===== config.mk =====
export PLATFORM = sky130hd
export DESIGN_NAME = cache_assoc_controller_flat
export DESIGN_NICKNAME = d
export VERILOG_FILES = /design/src/rtl/cache_ctrl_pkg.sv /design/src/rtl/cache_assoc_controller_if.sv /design/src/rtl/mem_beat_counter.sv /design/src/rtl/cache_assoc_controller.sv /design/src/flat_wrapper.sv
export SDC_FILE = /design/constraint.sdc
export NUM_CORES = 1
export LEC_CHECK = 0
export CORE_MARGIN = 1.5
export CORE_UTILIZATION = 51
export DETAILED_ROUTE_END_ITERATION = 12
export PLACE_DENSITY_LB_ADDON = 0.2
export RECOVER_POWER = 100
export SYNTH_ARGS = -nofsm -noshare
export SYNTH_HDL_FRONTEND = slang
export SYNTH_SLANG_ARGS = --single-unit

===== constraint.sdc =====
create_clock -name clk -period 2.6 [get_ports clk]
set_input_delay 0.26 -clock clk [delete_from_list [all_inputs] [get_ports clk]]
set_output_delay 0.26 -clock clk [all_outputs]
set_load 0.005 [all_outputs]

===== src/rtl/cache_ctrl_pkg.sv =====
// -----------------------------------------------------------------------------
// cache_ctrl_pkg
// Shared types and helpers for the set-associative cache controller.
//   state_t        controller state encoding
//   MAX_WAYS       widest way vector the helper function accepts
//   onehot_to_idx  index of the lowest set bit of a (up to 4-bit) way vector
// -----------------------------------------------------------------------------
package cache_ctrl_pkg;

   localparam int MAX_WAYS = 4;

   typedef enum logic [3:0] {
      S_IDLE   = 4'd0,
      S_HIT    = 4'd1,
      S_VICTIM = 4'd2,
      S_WB     = 4'd3,
      S_FILL   = 4'd4,
      S_CWR    = 4'd5,
      S_CRD    = 4'd6,
      S_FIN    = 4'd7,
      S_ERR    = 4'd8
   } state_t;

   // Lowest set bit wins, so the same function serves both "first invalid
   // way" and "decode the one-hot LRU way". An all-zero vector maps to 0.
   function automatic logic [1:0] onehot_to_idx(input logic [MAX_WAYS-1:0] vec);
      logic [1:0] idx;
      idx = 2'd0;
      for (int i = MAX_WAYS - 1; i >= 0; i--) begin
         if (vec[i]) idx = 2'(i);
      end
      return idx;
   endfunction

endpackage


===== src/rtl/cache_assoc_controller_if.sv =====
// -----------------------------------------------------------------------------
// cache_assoc_controller_if
// Bundles the processor, way-array and memory-bank signals of the cache
// controller.
//   modport master : the controller (drives comp/way_en/.../err)
//   modport slave  : the environment (processor, way arrays, memory banks)
// Inputs to the controller : global_rd, global_wr, hit, valid, dirty,
//                            lru_way, cache_err, mem_err, mem_stall
// Outputs of the controller: comp, way_en, cache_write, word_sel, mem_rd,
//                            mem_wr, lru_upd, global_hit, stall, done, err
// -----------------------------------------------------------------------------
interface cache_assoc_controller_if #(
   parameter int WAYS       = 2,
   parameter int LINE_WORDS = 4
);
   localparam int OFF_W = $clog2(LINE_WORDS);

   logic              global_rd;
   logic              global_wr;
   logic [WAYS-1:0]   hit;
   logic [WAYS-1:0]   valid;
   logic [WAYS-1:0]   dirty;
   logic [WAYS-1:0]   lru_way;
   logic              cache_err;
   logic              mem_err;
   logic              mem_stall;

   logic              comp;
   logic [WAYS-1:0]   way_en;
   logic              cache_write;
   logic [OFF_W-1:0]  word_sel;
   logic              mem_rd;
   logic              mem_wr;
   logic              lru_upd;
   logic              global_hit;
   logic              stall;
   logic              done;
   logic              err;

   modport master (
      input  global_rd, global_wr, hit, valid, dirty, lru_way,
             cache_err, mem_err, mem_stall,
      output comp, way_en, cache_write, word_sel, mem_rd, mem_wr,
             lru_upd, global_hit, stall, done, err
   );

   modport slave (
      output global_rd, global_wr, hit, valid, dirty, lru_way,
             cache_err, mem_err, mem_stall,
      input  comp, way_en, cache_write, word_sel, mem_rd, mem_wr,
             lru_upd, global_hit, stall, done, err
   );

endinterface


===== src/rtl/mem_beat_counter.sv =====
// -----------------------------------------------------------------------------
// mem_beat_counter
// Memory beat sequencing for write-back and fill.
//   clk, rst     clock, synchronous active-high reset
//   clr          abandon the current burst (counter and pipe cleared)
//   run          a memory beat is being requested this cycle
//   fill         the burst is a line fill (feeds the read-latency pipe)
//   mem_stall    memory did not accept the beat this cycle
//   beat         word offset of the beat currently requested
//   last_beat    the final beat of the line is accepted this cycle
//   all_issued   every fill beat has been accepted; stop requesting
//   fill_we      a read word returns this cycle; write it into the way
//   fill_idx     word offset of the returning word
// -----------------------------------------------------------------------------
module mem_beat_counter #(
   parameter int LINE_WORDS = 4,
   parameter int MEM_LAT    = 2
) (
   input  logic                          clk,
   input  logic                          rst,
   input  logic                          clr,
   input  logic                          run,
   input  logic                          fill,
   input  logic                          mem_stall,
   output logic [$clog2(LINE_WORDS)-1:0] beat,
   output logic                          last_beat,
   output logic                          all_issued,
   output logic                          fill_we,
   output logic [$clog2(LINE_WORDS)-1:0] fill_idx
);
   localparam int OFF_W = $clog2(LINE_WORDS);
   localparam logic [OFF_W-1:0] LAST = OFF_W'(LINE_WORDS - 1);

   logic               accept;
   logic [MEM_LAT-1:0] pipe_vld;
   logic [OFF_W-1:0]   pipe_idx [MEM_LAT];

   assign accept    = run & ~mem_stall & ~all_issued;
   assign last_beat = accept & (beat == LAST);
   assign fill_we   = pipe_vld[MEM_LAT-1];
   assign fill_idx  = pipe_idx[MEM_LAT-1];

   // NOTE: state registers use non-blocking assignments so every flop samples
   // the pre-edge value of its neighbours, independent of statement order.
   always_ff @(posedge clk) begin
      if (rst || clr) begin
         beat       <= '0;
         all_issued <= 1'b0;
      end else if (accept) begin
         beat <= beat + 1'b1;            // power-of-2 line: wraps to 0
         if (beat == LAST) all_issued <= fill;
      end
   end

   // The latency pipe keeps shifting while issue is stalled, so every
   // accepted read returns exactly once, MEM_LAT cycles after acceptance.
   always_ff @(posedge clk) begin
      if (rst || clr) begin
         pipe_vld <= '0;
      end else begin
         pipe_vld[0] <= accept & fill;
         for (int i = 1; i < MEM_LAT; i++) pipe_vld[i] <= pipe_vld[i-1];
      end
   end

   // NOTE: the index payload is not reset; it is only consumed when its valid
   // bit is set, and only the valid bits need a defined reset value.
   always_ff @(posedge clk) begin
      pipe_idx[0] <= beat;
      for (int i = 1; i < MEM_LAT; i++) pipe_idx[i] <= pipe_idx[i-1];
   end

endmodule


===== src/rtl/cache_assoc_controller.sv =====
// -----------------------------------------------------------------------------
// cache_assoc_controller
// Control FSM of an N-way set-associative, write-back, write-allocate cache.
// Sequences compare, victim choice, line write-back, line fill and the final
// access, and reports hit/done/err to the processor memory stage.
//   clk   clock
//   rst   synchronous active-high reset
//   bus   cache_assoc_controller_if.master (processor, way-array, memory)
// -----------------------------------------------------------------------------
module cache_assoc_controller
   import cache_ctrl_pkg::*;
#(
   parameter int WAYS       = 2,
   parameter int LINE_WORDS = 4,
   parameter int MEM_LAT    = 2
) (
   input  logic                     clk,
   input  logic                     rst,
   cache_assoc_controller_if.master bus
);
   localparam int OFF_W = $clog2(LINE_WORDS);
   localparam logic [OFF_W-1:0] LAST = OFF_W'(LINE_WORDS - 1);

   state_t            state, next_state;
   logic              op_wr;       // latched request type (1 = write)
   logic [WAYS-1:0]   sel_way;     // hit way, then replacement victim

   logic              req;
   logic [WAYS-1:0]   hv;
   logic              single_hit;
   logic              multi_hit;
   logic [1:0]        victim_idx;
   logic [WAYS-1:0]   victim;
   logic              victim_dirty;

   logic              run_state;
   logic              clr;
   logic [OFF_W-1:0]  beat;
   logic              last_beat;
   logic              all_issued;
   logic              fill_we;
   logic [OFF_W-1:0]  fill_idx;

   assign req        = bus.global_rd | bus.global_wr;
   assign hv         = bus.hit & bus.valid;
   // x & (x-1) clears the lowest set bit: non-zero means two or more ways hit.
   assign multi_hit  = (hv & (hv - 1'b1)) != '0;
   assign single_hit = (hv != '0) && !multi_hit;

   // Prefer the lowest invalid way so no live line is evicted needlessly.
   always_comb begin
      if (WAYS == 1)
         victim_idx = 2'd0;
      else if (~bus.valid != '0)
         victim_idx = onehot_to_idx(MAX_WAYS'(~bus.valid));
      else
         victim_idx = onehot_to_idx(MAX_WAYS'(bus.lru_way));
   end

   assign victim       = WAYS'(1) << victim_idx;
   assign victim_dirty = (victim & bus.valid & bus.dirty) != '0;

   // Any state change abandons the burst, so the counter always starts a new
   // write-back or fill from beat 0 with an empty latency pipe.
   assign run_state = (state == S_WB) || (state == S_FILL);
   assign clr       = (next_state != state) || !run_state;

   mem_beat_counter #(
      .LINE_WORDS (LINE_WORDS),
      .MEM_LAT    (MEM_LAT)
   ) u_beat (
      .clk        (clk),
      .rst        (rst),
      .clr        (clr),
      .run        (run_state),
      .fill       (state == S_FILL),
      .mem_stall  (bus.mem_stall),
      .beat       (beat),
      .last_beat  (last_beat),
      .all_issued (all_issued),
      .fill_we    (fill_we),
      .fill_idx   (fill_idx)
   );

   always_ff @(posedge clk) begin
      if (rst) begin
         state   <= S_IDLE;
         op_wr   <= 1'b0;
         sel_way <= '0;
      end else begin
         state <= next_state;
         if (state == S_IDLE && req) begin
            op_wr   <= bus.global_wr;     // rd & wr together is a write
            sel_way <= hv;
         end
         if (state == S_VICTIM) sel_way <= victim;
      end
   end

   // NOTE: every signal written here gets a default first, so no path through
   // the case statement can leave one unassigned and infer a latch.
   always_comb begin
      next_state      = state;
      bus.comp        = 1'b1;
      bus.way_en      = '0;
      bus.cache_write = 1'b0;
      bus.word_sel    = '0;
      bus.mem_rd      = 1'b0;
      bus.mem_wr      = 1'b0;
      bus.lru_upd     = 1'b0;
      bus.global_hit  = 1'b0;
      bus.stall       = 1'b0;
      bus.done        = 1'b0;
      bus.err         = 1'b0;

      unique case (state)
         S_IDLE: begin
            if (req) begin
               if (multi_hit) begin
                  next_state = S_ERR;
               end else if (single_hit) begin
                  next_state      = S_HIT;
                  bus.cache_write = bus.global_wr;
               end else begin
                  next_state = S_VICTIM;
               end
            end
         end
         S_HIT: begin
            bus.way_en     = sel_way;
            bus.lru_upd    = 1'b1;
            bus.global_hit = 1'b1;
            bus.done       = 1'b1;
            bus.stall      = 1'b1;
            next_state     = S_IDLE;
         end
         S_VICTIM: begin
            bus.stall  = 1'b1;
            next_state = victim_dirty ? S_WB : S_FILL;
         end
         S_WB: begin
            bus.stall    = 1'b1;
            bus.comp     = 1'b0;
            bus.way_en   = sel_way;
            bus.mem_wr   = 1'b1;
            bus.word_sel = beat;
            if (last_beat) next_state = S_FILL;
         end
         S_FILL: begin
            bus.stall       = 1'b1;
            bus.comp        = 1'b0;
            bus.way_en      = sel_way;
            bus.mem_rd      = !all_issued;
            bus.cache_write = fill_we;
            // A returning word owns the shared offset; otherwise it addresses
            // the beat being issued.
            bus.word_sel    = fill_we ? fill_idx : beat;
            if (fill_we && fill_idx == LAST) next_state = op_wr ? S_CWR : S_CRD;
         end
         S_CWR: begin
            bus.stall       = 1'b1;
            bus.way_en      = sel_way;
            bus.cache_write = 1'b1;
            next_state      = S_FIN;
         end
         S_CRD: begin
            bus.stall  = 1'b1;
            bus.way_en = sel_way;
            next_state = S_FIN;
         end
         S_FIN: begin
            bus.stall   = 1'b1;
            bus.way_en  = sel_way;
            bus.done    = 1'b1;
            bus.lru_upd = 1'b1;
            next_state  = S_IDLE;
         end
         S_ERR: begin
            bus.stall  = 1'b1;
            bus.done   = 1'b1;
            bus.err    = 1'b1;
            next_state = S_IDLE;
         end
         default: next_state = S_IDLE;
      endcase

      // Errors pre-empt every normal transition outside IDLE.
      if (state != S_IDLE && (bus.cache_err || bus.mem_err)) next_state = S_ERR;
   end

endmodule


===== src/flat_wrapper.sv =====
// flat-port wrapper written by rule: the top's interface ports become plain ports
module cache_assoc_controller_flat import cache_ctrl_pkg::*;
#(
   parameter int WAYS       = 2,
   parameter int LINE_WORDS = 4,
   parameter int MEM_LAT    = 2
)
  (clk, rst, bus_global_rd, bus_global_wr, bus_hit, bus_valid, bus_dirty, bus_lru_way, bus_cache_err, bus_mem_err, bus_mem_stall, bus_comp, bus_way_en, bus_cache_write, bus_word_sel, bus_mem_rd, bus_mem_wr, bus_lru_upd, bus_global_hit, bus_stall, bus_done, bus_err);
  cache_assoc_controller_if #(.WAYS(WAYS), .LINE_WORDS(LINE_WORDS)) bus_i ();
  input  logic clk;
  input  logic rst;
  input wire logic [$bits(bus_i.global_rd)-1:0] bus_global_rd;
  input wire logic [$bits(bus_i.global_wr)-1:0] bus_global_wr;
  input wire logic [$bits(bus_i.hit)-1:0] bus_hit;
  input wire logic [$bits(bus_i.valid)-1:0] bus_valid;
  input wire logic [$bits(bus_i.dirty)-1:0] bus_dirty;
  input wire logic [$bits(bus_i.lru_way)-1:0] bus_lru_way;
  input wire logic [$bits(bus_i.cache_err)-1:0] bus_cache_err;
  input wire logic [$bits(bus_i.mem_err)-1:0] bus_mem_err;
  input wire logic [$bits(bus_i.mem_stall)-1:0] bus_mem_stall;
  output wire logic [$bits(bus_i.comp)-1:0] bus_comp;
  output wire logic [$bits(bus_i.way_en)-1:0] bus_way_en;
  output wire logic [$bits(bus_i.cache_write)-1:0] bus_cache_write;
  output wire logic [$bits(bus_i.word_sel)-1:0] bus_word_sel;
  output wire logic [$bits(bus_i.mem_rd)-1:0] bus_mem_rd;
  output wire logic [$bits(bus_i.mem_wr)-1:0] bus_mem_wr;
  output wire logic [$bits(bus_i.lru_upd)-1:0] bus_lru_upd;
  output wire logic [$bits(bus_i.global_hit)-1:0] bus_global_hit;
  output wire logic [$bits(bus_i.stall)-1:0] bus_stall;
  output wire logic [$bits(bus_i.done)-1:0] bus_done;
  output wire logic [$bits(bus_i.err)-1:0] bus_err;
  assign bus_i.global_rd = bus_global_rd;
  assign bus_i.global_wr = bus_global_wr;
  assign bus_i.hit = bus_hit;
  assign bus_i.valid = bus_valid;
  assign bus_i.dirty = bus_dirty;
  assign bus_i.lru_way = bus_lru_way;
  assign bus_i.cache_err = bus_cache_err;
  assign bus_i.mem_err = bus_mem_err;
  assign bus_i.mem_stall = bus_mem_stall;
  assign bus_comp = bus_i.comp;
  assign bus_way_en = bus_i.way_en;
  assign bus_cache_write = bus_i.cache_write;
  assign bus_word_sel = bus_i.word_sel;
  assign bus_mem_rd = bus_i.mem_rd;
  assign bus_mem_wr = bus_i.mem_wr;
  assign bus_lru_upd = bus_i.lru_upd;
  assign bus_global_hit = bus_i.global_hit;
  assign bus_stall = bus_i.stall;
  assign bus_done = bus_i.done;
  assign bus_err = bus_i.err;
  cache_assoc_controller #(.WAYS(WAYS), .LINE_WORDS(LINE_WORDS), .MEM_LAT(MEM_LAT)) u_core (.clk(clk), .rst(rst), .bus(bus_i));
endmodule

Yosys cells after proc, flatten, opt, wreduce, memory -nomap -nowiden --
Memories as Yosys holds them, arrays and structs flattened. Index checks and enable logic that the tools add are counted.
Word-level totals: register bits after elaboration 12, RAM bits 4, input port bits 15, output and inout bits 13, logic and storage cells 92, memories 1
Memory list:
- u_core.u_beat.pipe_idx | words 2, bits a word 2, read ports 2, clocked after Yosys merged registers in 0, write ports 2, RTL line mem_beat_counter.sv:36 | logic [OFF_W-1:0] pipe_idx [MEM_LAT];
Cells by class: $add $sub $neg 2, equality and inequality tests 11, shift-type cells 1, mux-type cells 33, bitwise operators 13, reduce and logical (&&, ||, !) cells 25
Operator list (number):
- $mux W2 | 11
- $mux W4 | 5
- $pmux W4 S5 | 1
- $eq A4 B3 Y1 const B | 4
- $mux W1 | 13
- $reduce_bool A2 Y1 | 5
- $and A2 B2 Y2 | 4
- $eq A4 B2 Y1 const B | 2
- $reduce_or A8 Y1 | 1
- $reduce_or A2 Y1 | 3
- $reduce_or A6 Y1 | 1
- $and A1 B1 Y1 | 4
- $eq A2 B2 Y1 const B | 2
- $eq A4 B1 Y1 const B | 1
- $eq A4 B4 Y1 const B | 1
- $logic_and A1 B1 Y1 | 4
- $logic_not A4 Y1 | 1
- $logic_or A1 B1 Y1 | 4
- $ne A4 B4 Y1 | 1
- $not A2 Y4 | 1
- $pmux W2 S2 | 1
- $reduce_bool A4 Y1 | 1
- $logic_not A1 Y1 | 3
- $mux W3 | 1
- other kinds (9) | 10

Longest topological paths before layout --
depth in word-level cells 16, depth in mapped cells 7, depth with buffers taken out 7

Modules after synthesis --
A second synthesis with hierarchy kept.
Second synthesis, totals: cells, all modules 126, area total of the unflattened synthesis 1062.3 um2
Modules (own cells, without submodules):
- cache_assoc_controller | times used 1, cells an instance 101, area each 743.2 um2
- mem_beat_counter | times used 1, cells an instance 25, area each 319.1 um2

Worst setup path before layout --
No wires, ideal clock.
path kind flip-flop to flip-flop, from reg u_core.state[1], to reg u_core.u_beat.beat[0], data arrival time 1502 ps, required time 2463 ps, setup slack 961 ps, stages on the path, launching flop included 6, path buffers 0, cells stage by stage dfxtp_1 > or4_4 > nor4b_4 > a21oi_2 > a31oi_4 > nor4_1
Between the ends: cells in the longest elaborated chain, start to end 11
RTL lines:
- from (decl) | RTL line cache_assoc_controller.sv:24 | state_t state, next_state;
- from (signal assigned) | RTL line cache_assoc_controller.sv:91 | state <= next_state;
- $eq A4 B2 Y1 / $eq A4 B3 Y1 (equally long branches) | RTL line cache_assoc_controller.sv:65, cache_assoc_controller.sv:116
- $logic_or A1 B1 Y1 | RTL line cache_assoc_controller.sv:65 | assign run_state = (state == S_WB) || (state == S_FILL);
- $and A1 B1 Y1 (2 in a row) | RTL line mem_beat_counter.sv:38 | assign accept = run & ~mem_stall & ~all_issued;
- $and A1 B1 Y1 | RTL line mem_beat_counter.sv:39 | assign last_beat = accept & (beat == LAST);
- $mux W4 | RTL line cache_assoc_controller.sv:147 | if (last_beat) next_state = S_FILL;
- $pmux W4 S5 | RTL line cache_assoc_controller.sv:116 | unique case (state)
- $mux W4 | RTL line cache_assoc_controller.sv:188 | if (state != S_IDLE && (bus.cache_err || bus.mem_err)) next_state = S_ERR;
- $ne A4 B4 Y1 | RTL line cache_assoc_controller.sv:66 | assign clr = (next_state != state) || !run_state;
- $logic_or A1 B1 Y1 | RTL line cache_assoc_controller.sv:66
- $logic_or A1 B1 Y1 | RTL line mem_beat_counter.sv:46 | if (rst || clr) begin
- to (signal assigned) | RTL line mem_beat_counter.sv:50 | beat <= beat + 1'b1;
- to (decl) | RTL line mem_beat_counter.sv:25 | output logic [$clog2(LINE_WORDS)-1:0] beat,
Parallel ways exist; a longest one is shown, timed or not. A chain may end at the register's enable or synchronous reset.

Worst setup path after layout --
from reg u_core.state[0], to out bus_word_sel[1]
Between the ends: cells in the longest elaborated chain, start to end 2
RTL lines:
- $eq A4 B3 Y1 / $eq A4 B2 Y1 (equally long branches) | RTL line cache_assoc_controller.sv:116
- $pmux W2 S2 (*) | RTL line cache_assoc_controller.sv:116
- to (decl) | RTL line flat_wrapper.sv:24 | output wire logic [$bits(bus_i.word_sel)-1:0] bus_word_sel;
Every way passes the cells marked *; elsewhere a longest branch is shown, timed or not.

==> results.yml <==
yosys:
  syn_avg_cell_area_sq_um: 8.37
  async_flop_share_pct: 0
  ys_ff_latch: 16
  synth.distinct_cells: 46
  ys_warn_count: 0
  synth_area_sq_mm: 0.00103
  synth_seq_area_share_pct: 31.1
  synth_edf_count: 0
  yosysTopAreaCell: "dfxtp_1"
  yosysTopAreaCellShare_pct: 31.1
  synth.area.top_cells: "dfxtp_1 (31%), nor2_1 (6.6%), mux2i_1 (3.9%)"
  synth_top_flop_cell: "dfxtp_1"
  netlist_instances: 123
  synth_fp_nets: 141
cells_and_area:
  multi_input_area_sq_um: 611
  antenna_cells: 0
  fin_nets: 169
  syn2layout_area_growth_pct: 27.0
  nFillCells: 173
  seq_area_sq_um: 323
  drive_gt1_share_pct: 9.33
clocking:
  cts_buffers: 3
  postCtsHoldBufs: 0
  clock_latency_ns: 0.29
  htreeDepth: 1
  clock-sinks: 16
  cts_tree: "built"
  clock_path_buffers: 2
  cts.clk_slew.worst_paths_ns: 0.09
  cts_root_buffer: "clkbuf_4"
power:
  p_clk_share_pct: 14.6
  powerDensity_mw_per_mm2: 854
  internal-power_uw: 651
  irDropWorstVdd_uv: 514
  p_comb_share_pct: 51.8
  p_switching_uw: 466
  leakage_uw: 0.000521
  pwr-share-seq_pct: 33.7
  p_sw_share_pct: 41.7
global_routing:
  grt-ovfl-total: 0
  grt_antenna_before_repair: 0
  grt_usage_pct: 22.8
  grt_pass1_vias: 889
  grt_max_degree: 17
  grt_pass1_wl_um: 3660
die:
  fp.dieW_um: 47.9
  start_util_pct: 53.6
  die_height_um: 47.9
  core_area_sq_mm: 0.00192
  num_rows: 16
  ios: 28
  die_area_sq_mm: 0.00230
critical_path:
  reg2reg_from: "u_core.state[0]"
  start_kind: "flip-flop"
  cp.arrival_ns: 2.14
  reg2reg_setup_slack_ns: 0.29
  critPathCaptureType: "output pin"
  path_max_fanout: 15
  reg2reg_depth: 5
  crit_type: "reg2out"
  cp.required_ns: 2.34
  timing.rr.end: "u_core.u_beat.beat[0]"
run:
  maxCapViolCount: 0
timing:
  post-route-period-util_pct: 92.4
  max_freq_ghz: 0.416
  layout_min_cycle_time_ns: 2.40
  hold_viol: 0
  max_slew.worst_pin.slew_ns: 0.569
  setup_viol: 0
  fin_skew_ns: 0.000604
  grt_setup_unrepaired: "false"
  slew_headroom_pct: 61.7
  maxSlewViolCount: 0
  tns_ns: 0
  hold_ws_ns: 0.334
route:
  antenna_left: 0
  wl_um: 2400
  drt_drc_violations_left: 0
  vias: 952
  drt-initial-drc-count: 18
  wl_per_cell_um: 13.5
  vias_per_cell: 5.38
  firstDrtPassIters: 4
hold_path:
  hold_depth: 0
  min_to: "u_core.u_beat.pipe_idx[0][3]"
  hp-class: "reg2reg"
  hp-start: "u_core.u_beat.pipe_idx[0][1]"
outcome:
  outcome: "finished, final reports clean"
placed_design:
  hpwl_um: 1870
  gp_congestion: 0.814
  portBuffers: 27
state kept, by name (all words and copies together), names as in the netlist:
register	flops
u_core.op_wr	1
u_core.u_beat.beat	2
u_core.sel_way	2
u_core.u_beat.all_issued	1
u_core.state	4
u_core.u_beat.pipe_idx	4
u_core.u_beat.pipe_vld	2
how the worst max path moves through the flow:
stage	cells past startpoint	slack, ns	end	start
after floorplan	5	0.96	u_core.u_beat.beat[0]	u_core.state[1]
after global placement	6	0.36	bus_cache_write	bus_valid[0]
after detailed placement	6	0.31	bus_cache_write	bus_valid[0]
after CTS	5	0.06	bus_word_sel[1]	u_core.state[1]
after global routing	5	0.04	bus_word_sel[1]	u_core.state[0]
final	5	0.20	bus_word_sel[1]	u_core.state[0]
layer usage:
layer / wire, um / up-vias / global-route usage [%] / part of all wire (%)
li1: - / 498 / - / -
met5: 0 / - / 0 / 0
met4: 27 / 0 / 7.57 / 1.1
met1: 1110 / 424 / 26.1 / 46
met2: 1190 / 26 / 41.9 / 50
met3: 66 / 4 / 4.15 / 2.8
power by group through the flow:
stage                     Combinational [uW]  Clock, uW  Sequential (uW)
after floorplan                          529          0              316
after global placement                   671          0              378
after detailed placement                 683          0              381
after CTS                                689        170              375
after global routing                     642        179              389
final                                    578        163              376
cells in the final DEF, fill, tap and decap left out, drive strengths merged, types with 2 or more instances in the layout:
master and instances:
a211oi 3, a21oi 6, a31oi 2, a32o 2, and2 2, clkbuf 4
clkdlybuf4s50 17, dfxtp 16, dlygate4sd3 10, ha 3, inv 9, mux2i 4
nand2 10, nand2b 2, nand3 2, nand3b 3, nor2 19, nor2b 2
nor3 7, nor4 5, nor4b 3, o21ai 2, o21bai 2, xnor2 2
layout make-up:
type,count,share of cell area (%)
timing repair buffer,27,20.7
sequential,16,24.7
clock buffer,4,2.78
multi-input combinational,94,46.7
inverter,9,2.58
tap,27,2.58
metrics by stage:
stage | utilization (%) | area (sq um) | setup slack, ns | instances | power (uW)
finish | 68.0 | 1310 | 0.198 | 177 | 1120
global route | 68.0 | 1310 | 0.0396 | 177 | 1210
CTS | 70.3 | 1350 | 0.0635 | 177 | 1230
detailed placement | 68.4 | 1320 | 0.313 | 173 | 1060
global placement | 68.4 | 1320 | 0.362 | 173 | 1050
floorplan | - | 1030 | 0.961 | 123 | 845
cell families (layout without fill, tap and decap cells):
kind of cell	Yosys count	in the layout	synth area share, %
XOR/XNOR	3	3	2.55
flip-flops	16	16	31.1
adder cells (fa/ha/maj)	3	3	3.65
AO/OA/AOI/OAI	21	21	17.0
buffers and inverters	13	40	5.10
multiplexers	4	4	3.89
AND/OR/NAND/NOR	63	63	36.7
synthesized netlist by cell type (all sizes together), types with 2 or more instances:
master	number
nand3b	3
nand3	2
nor2	19
ha	3
a211oi	3
dfxtp	16
o21bai	2
nand2b	2
buf	4
nor4	5
mux2i	4
xnor2	2
o21ai	2
nor3	7
nor4b	3
a21oi	6
nand2	10
a32o	2
a31oi	2
nor2b	2
and2	2
inv	9
critical path, cell delays in order, from the launching register on:
cell,delay [ns]
dfxtp_1,0.60
nand2_1,0.14
nor3_1,0.25
o21bai_1,0.19
a32o_1,0.16
clkdlybuf4s50_1,0.51
timing repair:
action | 4_1_cts | 5_1_grt
resized for setup | 0 | 2
buffers inserted | 0 | 0
endpoints found under the setup margin | 0 | 2
(Power assumes the default switching activity.)
